**src/rtl/tl_a_arbiter_pkg.sv**
```systemverilog
// Shared TileLink-UL/UH channel types, opcodes and beat helpers for the A-channel arbiter.
package tl_a_arbiter_pkg;

    localparam int NUM_MST    = 2;
    localparam int MST_W      = 1;
    localparam int SRC_W      = 4;
    localparam int DATA_BYTES = 8;
    localparam int DATA_LG    = $clog2(DATA_BYTES);
    localparam int TL_SRC_W   = MST_W + SRC_W;
    localparam int TL_DATA_W  = DATA_BYTES * 8;
    localparam int BEAT_W     = 16;

    localparam logic [2:0] TL_OP_PUT_FULL    = 3'd0;
    localparam logic [2:0] TL_OP_PUT_PARTIAL = 3'd1;
    localparam logic [2:0] TL_OP_ARITH       = 3'd2;
    localparam logic [2:0] TL_OP_LOGIC       = 3'd3;
    localparam logic [2:0] TL_OP_GET         = 3'd4;
    localparam logic [2:0] TL_OP_INTENT      = 3'd5;
    localparam logic [2:0] TL_OP_ACK         = 3'd0;
    localparam logic [2:0] TL_OP_ACK_DATA    = 3'd1;

    // Upstream payloads use the same struct; only source[SRC_W-1:0] is meaningful there.
    typedef struct packed {
        logic [2:0]            opcode;
        logic [2:0]            param;
        logic [3:0]            size;
        logic [TL_SRC_W-1:0]   source;
        logic [31:0]           address;
        logic [DATA_BYTES-1:0] mask;
        logic [TL_DATA_W-1:0]  data;
        logic                  corrupt;
    } tl_a_t;

    typedef struct packed {
        logic [2:0]           opcode;
        logic [1:0]           param;
        logic [3:0]           size;
        logic [TL_SRC_W-1:0]  source;
        logic                 sink;
        logic                 denied;
        logic [TL_DATA_W-1:0] data;
        logic                 corrupt;
    } tl_d_t;

    function automatic logic tl_has_data(input logic [2:0] opcode);
        return (opcode == TL_OP_PUT_FULL) || (opcode == TL_OP_PUT_PARTIAL) ||
               (opcode == TL_OP_ARITH)    || (opcode == TL_OP_LOGIC);
    endfunction

    function automatic logic [BEAT_W-1:0] tl_beats(input logic [3:0] size);
        logic [BEAT_W-1:0] beats;
        if (size > 4'(DATA_LG)) begin
            beats = BEAT_W'(1) << (size - 4'(DATA_LG));
        end else begin
            beats = BEAT_W'(1);
        end
        return beats;
    endfunction

    function automatic logic [MST_W-1:0] rr_next(input logic [MST_W-1:0] idx);
        return (idx == MST_W'(NUM_MST - 1)) ? '0 : idx + MST_W'(1);
    endfunction

endpackage

```
**src/rtl/tl_a_arbiter_chk.sv**
```systemverilog
// Protocol checks for the arbiter: burst owner must hold valid, D tags must name a real master.
module tl_a_arbiter_chk
    import tl_a_arbiter_pkg::*;
(
    input logic               i_clk,
    input logic               i_rst,
    input logic               i_lock,
    input logic [MST_W-1:0]   i_gnt,
    input logic [NUM_MST-1:0] i_a_valid,
    input logic               i_d_valid,
    input logic               i_d_sel_ok
);

    a_burst_valid_held: assert property (@(posedge i_clk) disable iff (i_rst)
        i_lock |-> i_a_valid[i_gnt]);

    a_d_tag_legal: assert property (@(posedge i_clk) disable iff (i_rst)
        i_d_valid |-> i_d_sel_ok);

endmodule

```
**src/rtl/tl_a_arbiter_rr_arb.sv**
```systemverilog
// Combinational round-robin picker: first requester at or after the pointer, wrapping.
module tl_rr_arb #(
    parameter int N = 2,
    parameter int W = (N > 1) ? $clog2(N) : 1
) (
    input  logic [N-1:0] i_req,
    input  logic [W-1:0] i_ptr,
    output logic [N-1:0] o_gnt,
    output logic [W-1:0] o_idx,
    output logic         o_any
);

    logic [N-1:0] w_gnt;
    logic [W-1:0] w_idx;
    logic [W-1:0] w_k;
    logic         w_any;

    // Scan requesters starting at the pointer; the first hit wins.
    always_comb begin
        w_gnt = '0;
        w_idx = '0;
        w_any = 1'b0;
        w_k   = '0;
        for (int i = 0; i < N; i++) begin
            w_k = W'((int'(i_ptr) + i) % N);
            if (!w_any && i_req[w_k]) begin
                w_any        = 1'b1;
                w_gnt[w_k]   = 1'b1;
                w_idx        = w_k;
            end else begin
                w_any = w_any;
            end
        end
    end

    assign o_gnt = w_gnt;
    assign o_idx = w_idx;
    assign o_any = w_any;

endmodule

```
**src/rtl/tl_a_arbiter.sv**
```systemverilog
// Round-robin A-channel arbiter with burst lock and source tagging; D channel demuxed by tag.
module tl_a_arbiter
    import tl_a_arbiter_pkg::*;
(
    input  logic                 clk_i,
    input  logic                 rst_i,
    input  logic [NUM_MST-1:0]   m_a_valid_i,
    output logic [NUM_MST-1:0]   m_a_ready_o,
    input  tl_a_t [NUM_MST-1:0]  m_a_bits_i,
    output logic [NUM_MST-1:0]   m_d_valid_o,
    input  logic [NUM_MST-1:0]   m_d_ready_i,
    output tl_d_t                m_d_bits_o,
    output logic                 s_a_valid_o,
    input  logic                 s_a_ready_i,
    output tl_a_t                s_a_bits_o,
    input  logic                 s_d_valid_i,
    output logic                 s_d_ready_o,
    input  tl_d_t                s_d_bits_i
);

    logic                r_lock;
    logic [MST_W-1:0]    r_gnt;
    logic [MST_W-1:0]    r_rr_ptr;
    logic [BEAT_W-1:0]   r_beat_cnt;

    logic [NUM_MST-1:0]  w_arb_gnt;
    logic [MST_W-1:0]    w_arb_idx;
    logic                w_arb_any;
    logic [NUM_MST-1:0]  w_win_gnt;
    logic [MST_W-1:0]    w_win_idx;
    logic                w_win_vld;
    tl_a_t               w_win_bits;
    logic                w_a_fire;
    logic [BEAT_W-1:0]   w_beats;
    logic                w_multi;
    logic [MST_W-1:0]    w_d_sel;
    logic                w_d_sel_ok;
    logic                w_d_ready;

    tl_rr_arb #(.N(NUM_MST), .W(MST_W)) u_arb (
        .i_req (m_a_valid_i),
        .i_ptr (r_rr_ptr),
        .o_gnt (w_arb_gnt),
        .o_idx (w_arb_idx),
        .o_any (w_arb_any)
    );

    // A mux: the burst owner bypasses the arbiter until its last beat fires.
    always_comb begin
        w_win_idx  = r_lock ? r_gnt : w_arb_idx;
        w_win_vld  = r_lock ? m_a_valid_i[r_gnt] : w_arb_any;
        w_win_gnt  = '0;
        for (int i = 0; i < NUM_MST; i++) begin
            w_win_gnt[i] = r_lock ? (r_gnt == MST_W'(i)) : w_arb_gnt[i];
        end
        w_win_bits = m_a_bits_i[w_win_idx];
        s_a_valid_o = w_win_vld & ~rst_i;
        m_a_ready_o = w_win_gnt & {NUM_MST{s_a_ready_i & w_win_vld & ~rst_i}};
        s_a_bits_o        = w_win_bits;
        s_a_bits_o.source = {w_win_idx, w_win_bits.source[SRC_W-1:0]};
        w_a_fire = s_a_valid_o & s_a_ready_i;
        w_beats  = tl_beats(w_win_bits.size);
        w_multi  = tl_has_data(w_win_bits.opcode) && (w_beats > BEAT_W'(1));
    end

    // Lock, owner, beat count and fairness pointer advance only on A fires.
    always_ff @(posedge clk_i or posedge rst_i) begin
        if (rst_i) begin
            r_lock     <= 1'b0;
            r_gnt      <= '0;
            r_rr_ptr   <= '0;
            r_beat_cnt <= '0;
        end else if (w_a_fire) begin
            if (r_lock) begin
                r_beat_cnt <= r_beat_cnt - BEAT_W'(1);
                if (r_beat_cnt == BEAT_W'(1)) begin
                    r_lock   <= 1'b0;
                    r_rr_ptr <= rr_next(r_gnt);
                end else begin
                    r_lock   <= 1'b1;
                end
            end else if (w_multi) begin
                r_lock     <= 1'b1;
                r_gnt      <= w_win_idx;
                r_beat_cnt <= w_beats - BEAT_W'(1);
            end else begin
                r_rr_ptr   <= rr_next(w_win_idx);
            end
        end else begin
            r_lock <= r_lock;
        end
    end

    // D demux: stateless; an unknown tag is sunk so the slave never stalls on it.
    always_comb begin
        w_d_sel     = s_d_bits_i.source[TL_SRC_W-1:SRC_W];
        w_d_sel_ok  = 1'b0;
        w_d_ready   = 1'b1;
        m_d_valid_o = '0;
        for (int i = 0; i < NUM_MST; i++) begin
            if (w_d_sel == MST_W'(i)) begin
                w_d_sel_ok     = 1'b1;
                w_d_ready      = m_d_ready_i[i];
                m_d_valid_o[i] = s_d_valid_i & ~rst_i;
            end else begin
                m_d_valid_o[i] = 1'b0;
            end
        end
        s_d_ready_o       = w_d_ready & ~rst_i;
        m_d_bits_o        = s_d_bits_i;
        m_d_bits_o.source = {{MST_W{1'b0}}, s_d_bits_i.source[SRC_W-1:0]};
    end

    tl_a_arbiter_chk u_chk (
        .i_clk      (clk_i),
        .i_rst      (rst_i),
        .i_lock     (r_lock),
        .i_gnt      (r_gnt),
        .i_a_valid  (m_a_valid_i),
        .i_d_valid  (s_d_valid_i),
        .i_d_sel_ok (w_d_sel_ok)
    );

endmodule

```
**config.mk**
```make
export PLATFORM = sky130hd
export DESIGN_NAME = tl_a_arbiter
export DESIGN_NICKNAME = d
export VERILOG_FILES = /design/src/rtl/tl_a_arbiter_pkg.sv /design/src/rtl/tl_a_arbiter_chk.sv /design/src/rtl/tl_a_arbiter_rr_arb.sv /design/src/rtl/tl_a_arbiter.sv
export SDC_FILE = /design/constraint.sdc
export NUM_CORES = 1
export LEC_CHECK = 0
export ABC_CLOCK_PERIOD_IN_PS = 6400
export BUFFER_PORTS_ARGS = -buffer_cell sky130_fd_sc_hd__buf_2
export CAP_MARGIN = 25
export CORE_AREA = 4 4 208 210
export DETAILED_ROUTE_END_ITERATION = 6
export DIE_AREA = 0 0 212 214
export GPL_TIMING_DRIVEN = 0
export PLACE_DENSITY = 0.31
export SLEW_MARGIN = 20
export SYNTH_ARGS = -nofsm -noshare
export SYNTH_HDL_FRONTEND = slang
export SYNTH_SLANG_ARGS = --single-unit
```
**constraint.sdc**
```tcl
create_clock -name clk_i -period 6.4 [get_ports clk_i]
set_input_delay 0.64 -clock clk_i [delete_from_list [all_inputs] [get_ports clk_i]]
set_output_delay 0.64 -clock clk_i [all_outputs]
set_load 0.1 [all_outputs]
```
==> results of run 1 <==
==> worst paths after layout <==
path,from,end,slack [ps],depth (start not counted)
worst max-delay path,m_a_valid_i[1],r_rr_ptr$_DFFE_PP0P_,2320,13
worst min-delay path,r_beat_cnt[1]$_DFFE_PP0P_,r_beat_cnt[1]$_DFFE_PP0P_,520,2
worst max register to register,r_rr_ptr$_DFFE_PP0P_,r_rr_ptr$_DFFE_PP0P_,2360,12
worst min register to register,r_beat_cnt[1]$_DFFE_PP0P_,r_beat_cnt[1]$_DFFE_PP0P_,520,2
max in group asynchronous,rst_i,r_rr_ptr$_DFFE_PP0P_,5290,2
min in group asynchronous,rst_i,r_beat_cnt[0]$_DFFE_PP0P_,590,2
==> cells by family (layout without fill, tap and decap cells) <==
kind of cell | after synthesis | count (layout) | share of synthesized area
buf+inv | 137 | 589 | 0.223
other cells | 1 | 4 | 0.000956
simple gates | 443 | 443 | 0.461
mux | 14 | 14 | 0.0462
compound gates | 74 | 74 | 0.133
xor+xnor | 1 | 1 | 0.00223
flops | 19 | 19 | 0.121
fa+ha+maj | 4 | 4 | 0.0128
==> sequential cells by signal, summed over array words and instances, names as in the netlist <==
| register | cells |
|---|---|
| r_lock | 1 |
| r_beat_cnt | 16 |
| r_gnt | 1 |
| r_rr_ptr | 1 |
==> per-layer routing <==
metal / up-vias / part of all wire / routed length, µm
met4: 4 / 0.018 / 626
met5: - / 0.00064 / 22
li1: 3044 / - / -
met2: 283 / 0.50 / 17200
met1: 2767 / 0.40 / 13900
met3: 30 / 0.080 / 2750
==> power groups by stage <==
stage | Sequential [W] | Combinational, W | Clock [W]
detailed placement | 0.000181 | 0.00204 | 0
floorplan | 0.000173 | 0.00160 | 0
global route | 0.000187 | 0.00211 | 0.000143
CTS | 0.000179 | 0.00204 | 0.000139
finish | 0.000180 | 0.00202 | 0.000134
global placement | 0.000182 | 0.00204 | 0
==> worst max-delay path, cell delays in order <==
cell	delay, ps
buf_2	130
nor2b_4	130
a22oi_4	260
buf_2	320
clkbuf_1	510
nor3_1	80
o21ai_0	380
ha_1	210
buf_1	470
o21ai_0	290
or2_1	280
a31oi_2	170
mux2_1	350
==> area by class of cell <==
cell class                      instances  area (µm²)  area share
Tap cell                              539         674      0.0974
Buffer                                125         825       0.119
Antenna cell                            3        7.51     0.00108
Sequential cell                        19         475      0.0686
Clock buffer                            4        78.8      0.0114
Multi-Input combinational cell        537        2570       0.372
Timing Repair Buffer                  448        2240       0.324
Inverter                               12        50.0     0.00723
==> placed cells by master, fill, tap and decap left out, types with 2 or more instances in the layout <==
cell type / n
dfrtp_1: 19
nand4b_1: 2
buf_2: 477
mux2i_4: 2
o21ai_0: 19
nor3_1: 13
nor2_1: 18
clkbuf_16: 3
nand3_1: 11
buf_1: 3
buf_4: 83
nand4_1: 4
nand2_1: 368
o21a_1: 3
a221o_1: 2
and3_1: 3
a31oi_1: 7
o22ai_1: 2
nand2b_1: 10
ha_1: 4
mux2i_1: 8
a21oi_1: 14
nor2b_1: 2
a211oi_1: 3
nor3b_1: 2
a21o_1: 2
nor4_1: 2
mux2_2: 2
inv_1: 10
clkbuf_1: 10
or3_1: 2
diode_2: 3
a211oi_2: 2
o21ai_1: 4
==> through the flow <==
stage / hold slack, ps / instance area [µm²] / cells / util
after floorplan: 465 / 3920 / 693 / -
after global placement: 494 / 6840 / 1680 / 0.165
after detailed placement: 494 / 6840 / 1680 / 0.165
after CTS: 508 / 6920 / 1684 / 0.166
after global routing: 563 / 6920 / 1686 / 0.167
final: 516 / 6930 / 1687 / 0.167
==> flow_summary.json, run 1 <==
{
  "status": "complete, no violations",
  "use_met3": 0.0354,
  "htreeDepth": 1,
  "drive_gt1_frac": 0.510,
  "p_total_w": 0.00233,
  "worst_pin_slew_ps": 851,
  "clock_latency_ps": 250,
  "grt_pass1_wl_um": 45600,
  "fillers": 4951,
  "combPwrFrac": 0.865,
  "synth_area_leader_cell": "nand2_1",
  "fin_worst_skew_ps": 1.74,
  "post_cts_buffers": 0,
  "layout_setup_ws_ps": 2320,
  "seqPwrFrac": 0.077,
  "cts.sinks": 19,
  "dieHeight_um": 214,
  "viasPerCell": 3.63,
  "pre_cts_slack_ps": 1840,
  "max_freq_mhz": 245,
  "arrival_ps": 4220,
  "synth_edf_count": 0,
  "holdCritPathClass": "reg -> reg",
  "drc": 0,
  "fin_crit_sh": 0.638,
  "rsz0062_at_grt": "no",
  "yosys_warnings": 0,
  "grt_max_degree": 23,
  "p_sw_w": 0.00176,
  "yosys.cell_types.count": 61,
  "pwr-share-clk": 0.058,
  "grt_overflow": 0,
  "synthTopCellsByArea": "nand2_1 35%, buf_4 16%, dfrtp_1 12%, buf_2 3.7%, o21ai_0 2.4%",
  "fin_setup_tns_ps": 0,
  "coreArea_mm2": 0.0416,
  "powerDensity_mw_per_mm2": 337,
  "nNetsFinal": 1479,
  "vias": 6128,
  "async_flop_share": 1.00,
  "yosysMostFrequentCell": "nand2_1",
  "die_area_mm2": 0.0454,
  "cts_tree": "built",
  "root_buffer": "clkbuf_16",
  "yosysSeqAreaShare": 0.121,
  "required_ps": 6540,
  "syn-cell-area_mm2": 0.00392,
  "synth_nets": 1026,
  "max_cap_violations": 0,
  "internal_power_w": 0.000577,
  "cts_buffers": 3,
  "syn_avg_cell_area_um2": 5.66,
  "ys_ff_latch": 19,
  "synth.top_cell.area_share": 0.352,
  "ir_drop_uv": 77.5,
  "use_met2": 0.248,
  "grt.total_usage": 0.140,
  "p_leak_nw": 4.02,
  "io_buffers": 448,
  "end_kind": "flip-flop",
  "syn_to_final_growth_pct": 76.5,
  "firstDrtPassIters": 6,
  "netlist_instances": 693,
  "dp_hpwl_um": 31000,
  "cts_hold_buf": 0,
  "die_x_um": 212,
  "critPathLaunchType": "input pin",
  "drt_iter0_drc": 400,
  "start_util": 0.0944,
  "antenna_found_initial": 10,
  "crit_fanout": 10,
  "io_pins": 536,
  "busiest_layer": "met2",
  "clk_path_buf_depth": 2,
  "rows": 75,
  "hold_viol_final": 0,
  "synth_commonest_cells": "368 x nand2_1, 83 x buf_4, 29 x buf_2, 19 x dfrtp_1, 19 x o21ai_0",
  "ant_nets": 0,
  "wl_per_cell_um": 20.5,
  "p_sw_frac": 0.753,
  "use_met1": 0.171,
  "cts_resized": 0,
  "drv_slew": 0,
  "fin_crit_ps": 4080,
  "grt_pass1_vias": 5941,
  "crit_type": "in -> reg",
  "slew-limit-headroom": 0.432,
  "final-setup-viol-count": 0,
  "place.gp.congestion": 0.921,
  "clk_pin_slew_worst_paths_ps": 60,
  "wl_um": 34500,
  "ys.flop_type": "dfrtp_1"
}
Note: power is estimated with default switching activity, not from simulation.
==> run 2: changes to the inputs <==
Settings changed: ABC_CLOCK_PERIOD_IN_PS 6400 to 4300, CORE_AREA 4 4 208 210 to 4 4 205 207, DIE_AREA 0 0 212 214 to 0 0 209 211.
Clock period 6.4 ns to 4.3 ns, I/O delays scaled along.
==> flow_summary.json, run 2 (same netlist as run 1, synthesis figures left out) <==
{
  "hold_viol_final": 0,
  "vias": 6085,
  "dp_hpwl_um": 26000,
  "p_sw_frac": 0.749,
  "max_cap_violations": 0,
  "internal_power_w": 0.000860,
  "pwr-share-clk": 0.057,
  "ir_drop_uv": 157,
  "wl_um": 29500,
  "critPathLaunchType": "flip-flop",
  "seqPwrFrac": 0.078,
  "path_cells": "nand2b_1, a22oi_4, buf_2, clkbuf_2, nor3_1, o21ai_0, ha_1, buf_1, o21ai_0, o211ai_4, buf_6, a21oi_1, o22a_1",
  "fin_crit_sh": 0.898,
  "r2r_cells": 13,
  "crit_family": "compound AO/OA/AOI/OAI gates",
  "drt_iter0_drc": 355,
  "drive_gt1_frac": 0.511,
  "crit_buf_inv": 4,
  "required_ps": 4440,
  "fin_crit_ps": 3860,
  "regMostFlops": "r_beat_cnt",
  "worst_pin_slew_ps": 795,
  "rows": 74,
  "root_buffer": "clkbuf_16",
  "viasPerCell": 3.62,
  "die_x_um": 209,
  "dieHeight_um": 211,
  "clk_path_buf_depth": 2,
  "cts_tree": "built",
  "syn_to_final_growth_pct": 76.7,
  "max_freq_mhz": 259,
  "grt_overflow": 0,
  "cp_slowest_stage_delay_ps": 440,
  "drv_slew": 0,
  "combPwrFrac": 0.865,
  "htreeDepth": 1,
  "r2r_setup_slack_ps": 440,
  "end_kind": "flip-flop",
  "powerDensity_mw_per_mm2": 494,
  "clock_latency_ps": 250,
  "layout_commonest_cell": "buf_2",
  "status": "complete, no violations",
  "final-setup-viol-count": 0,
  "slew-limit-headroom": 0.466,
  "ant_nets": 0,
  "crit_type": "reg -> reg",
  "largest_register_ffs": 16,
  "grt_pass1_vias": 5932,
  "antenna_found_initial": 8,
  "coreArea_mm2": 0.0404,
  "layout_common_cells": "477 x buf_2, 368 x nand2_1, 83 x buf_4",
  "crit_fanout": 10,
  "clk_pin_slew_worst_paths_ps": 60,
  "p_leak_nw": 4.03,
  "r2r_start": "r_rr_ptr$_DFFE_PP0P_",
  "firstDrtPassIters": 4,
  "place.gp.congestion": 0.870,
  "grt_max_degree": 23,
  "holdCritPathClass": "in -> async",
  "layout_setup_ws_ps": 439,
  "r2r_end": "r_beat_cnt[11]$_DFFE_PP0P_",
  "die_area_mm2": 0.0441,
  "fin_worst_skew_ps": 3.96,
  "crit_top_cell": "o21ai_0",
  "cts.sinks": 19,
  "wl_per_cell_um": 17.6,
  "start_util": 0.0972,
  "final_core_util": 0.172,
  "p_sw_w": 0.00257,
  "arrival_ps": 4000,
  "io_buffers": 448,
  "slowest_stage": "buf_1",
  "cts_buffers": 3,
  "pre_cts_slack_ps": -98.3,
  "drc": 0,
  "nNetsFinal": 1480,
  "io_pins": 536,
  "grt_pass1_wl_um": 40700,
  "rsz0062_at_grt": "no",
  "grt.total_usage": 0.121
}
run 2: per-layer routing:
metal	vias to the layer above	GRT usage	part of all wire
met5	-	0	0.0017
met4	8	0.0155	0.012
met3	24	0.0294	0.073
met2	268	0.228	0.53
met1	2741	0.144	0.38
li1	3044	-	-
run 2: cell type report:
cell class                 instances  area [µm²]
antenna                            2        5.00
buffer                           125         826
clock buffer                       4        78.8
fill                            4794       33400
inverter                          12        50.0
multi-input combinational        537        2570
sequential                        19         475
tap                              532         666
timing repair buffer             449        2260
run 2: how the worst max path moves through the flow:
| stage | startpoint | to | slack [ps] | depth (start not counted) |
|---|---|---|---|---|
| CTS | r_rr_ptr$_DFFE_PP0P_ | r_beat_cnt[11]$_DFFE_PP0P_ | 230 | 13 |
| floorplan | rst_i | m_d_valid_o[0] | 1230 | 1 |
| global route | r_rr_ptr$_DFFE_PP0P_ | r_beat_cnt[11]$_DFFE_PP0P_ | 10 | 13 |
| global placement | m_a_valid_i[1] | r_beat_cnt[11]$_DFFE_PP0P_ | -150 | 14 |
| detailed placement | m_a_valid_i[1] | r_beat_cnt[11]$_DFFE_PP0P_ | -100 | 14 |
| finish | r_rr_ptr$_DFFE_PP0P_ | r_beat_cnt[11]$_DFFE_PP0P_ | 440 | 13 |
run 2: timing repair:
action,4_1_cts,5_1_grt
endpoints found under the setup margin,2,0
setup buffers,0,0
hold buffers,0,0
gates resized for setup,1,0
run 2: power groups by stage:
stage | clock network [W] | logic (W) | registers [W]
final | 0.000195 | 0.00297 | 0.000267
after global routing | 0.000208 | 0.00310 | 0.000275
after CTS | 0.000205 | 0.00300 | 0.000267
after detailed placement | 0 | 0.00300 | 0.000270
after global placement | 0 | 0.00300 | 0.000269
after floorplan | 0 | 0.00238 | 0.000257
run 2: metrics by stage:
step	hold WS [ps]	area, µm²	instances	power (W)	setup TNS, ps
floorplan	400	3920	693	0.00263	0
global placement	502	6830	1673	0.00327	-1210
detailed placement	500	6830	1673	0.00327	-527
CTS	430	6910	1677	0.00347	0
global route	152	6930	1679	0.00359	0
finish	124	6930	1680	0.00343	0
run 2: worst reg2reg max path: cells and delay by family, from the launching register on:
family          cells  cell delay (ps)
compound gates      6             1510
simple gates        2              300
buf+inv             4             1340
fa+ha+maj           1              210
flops               1              400
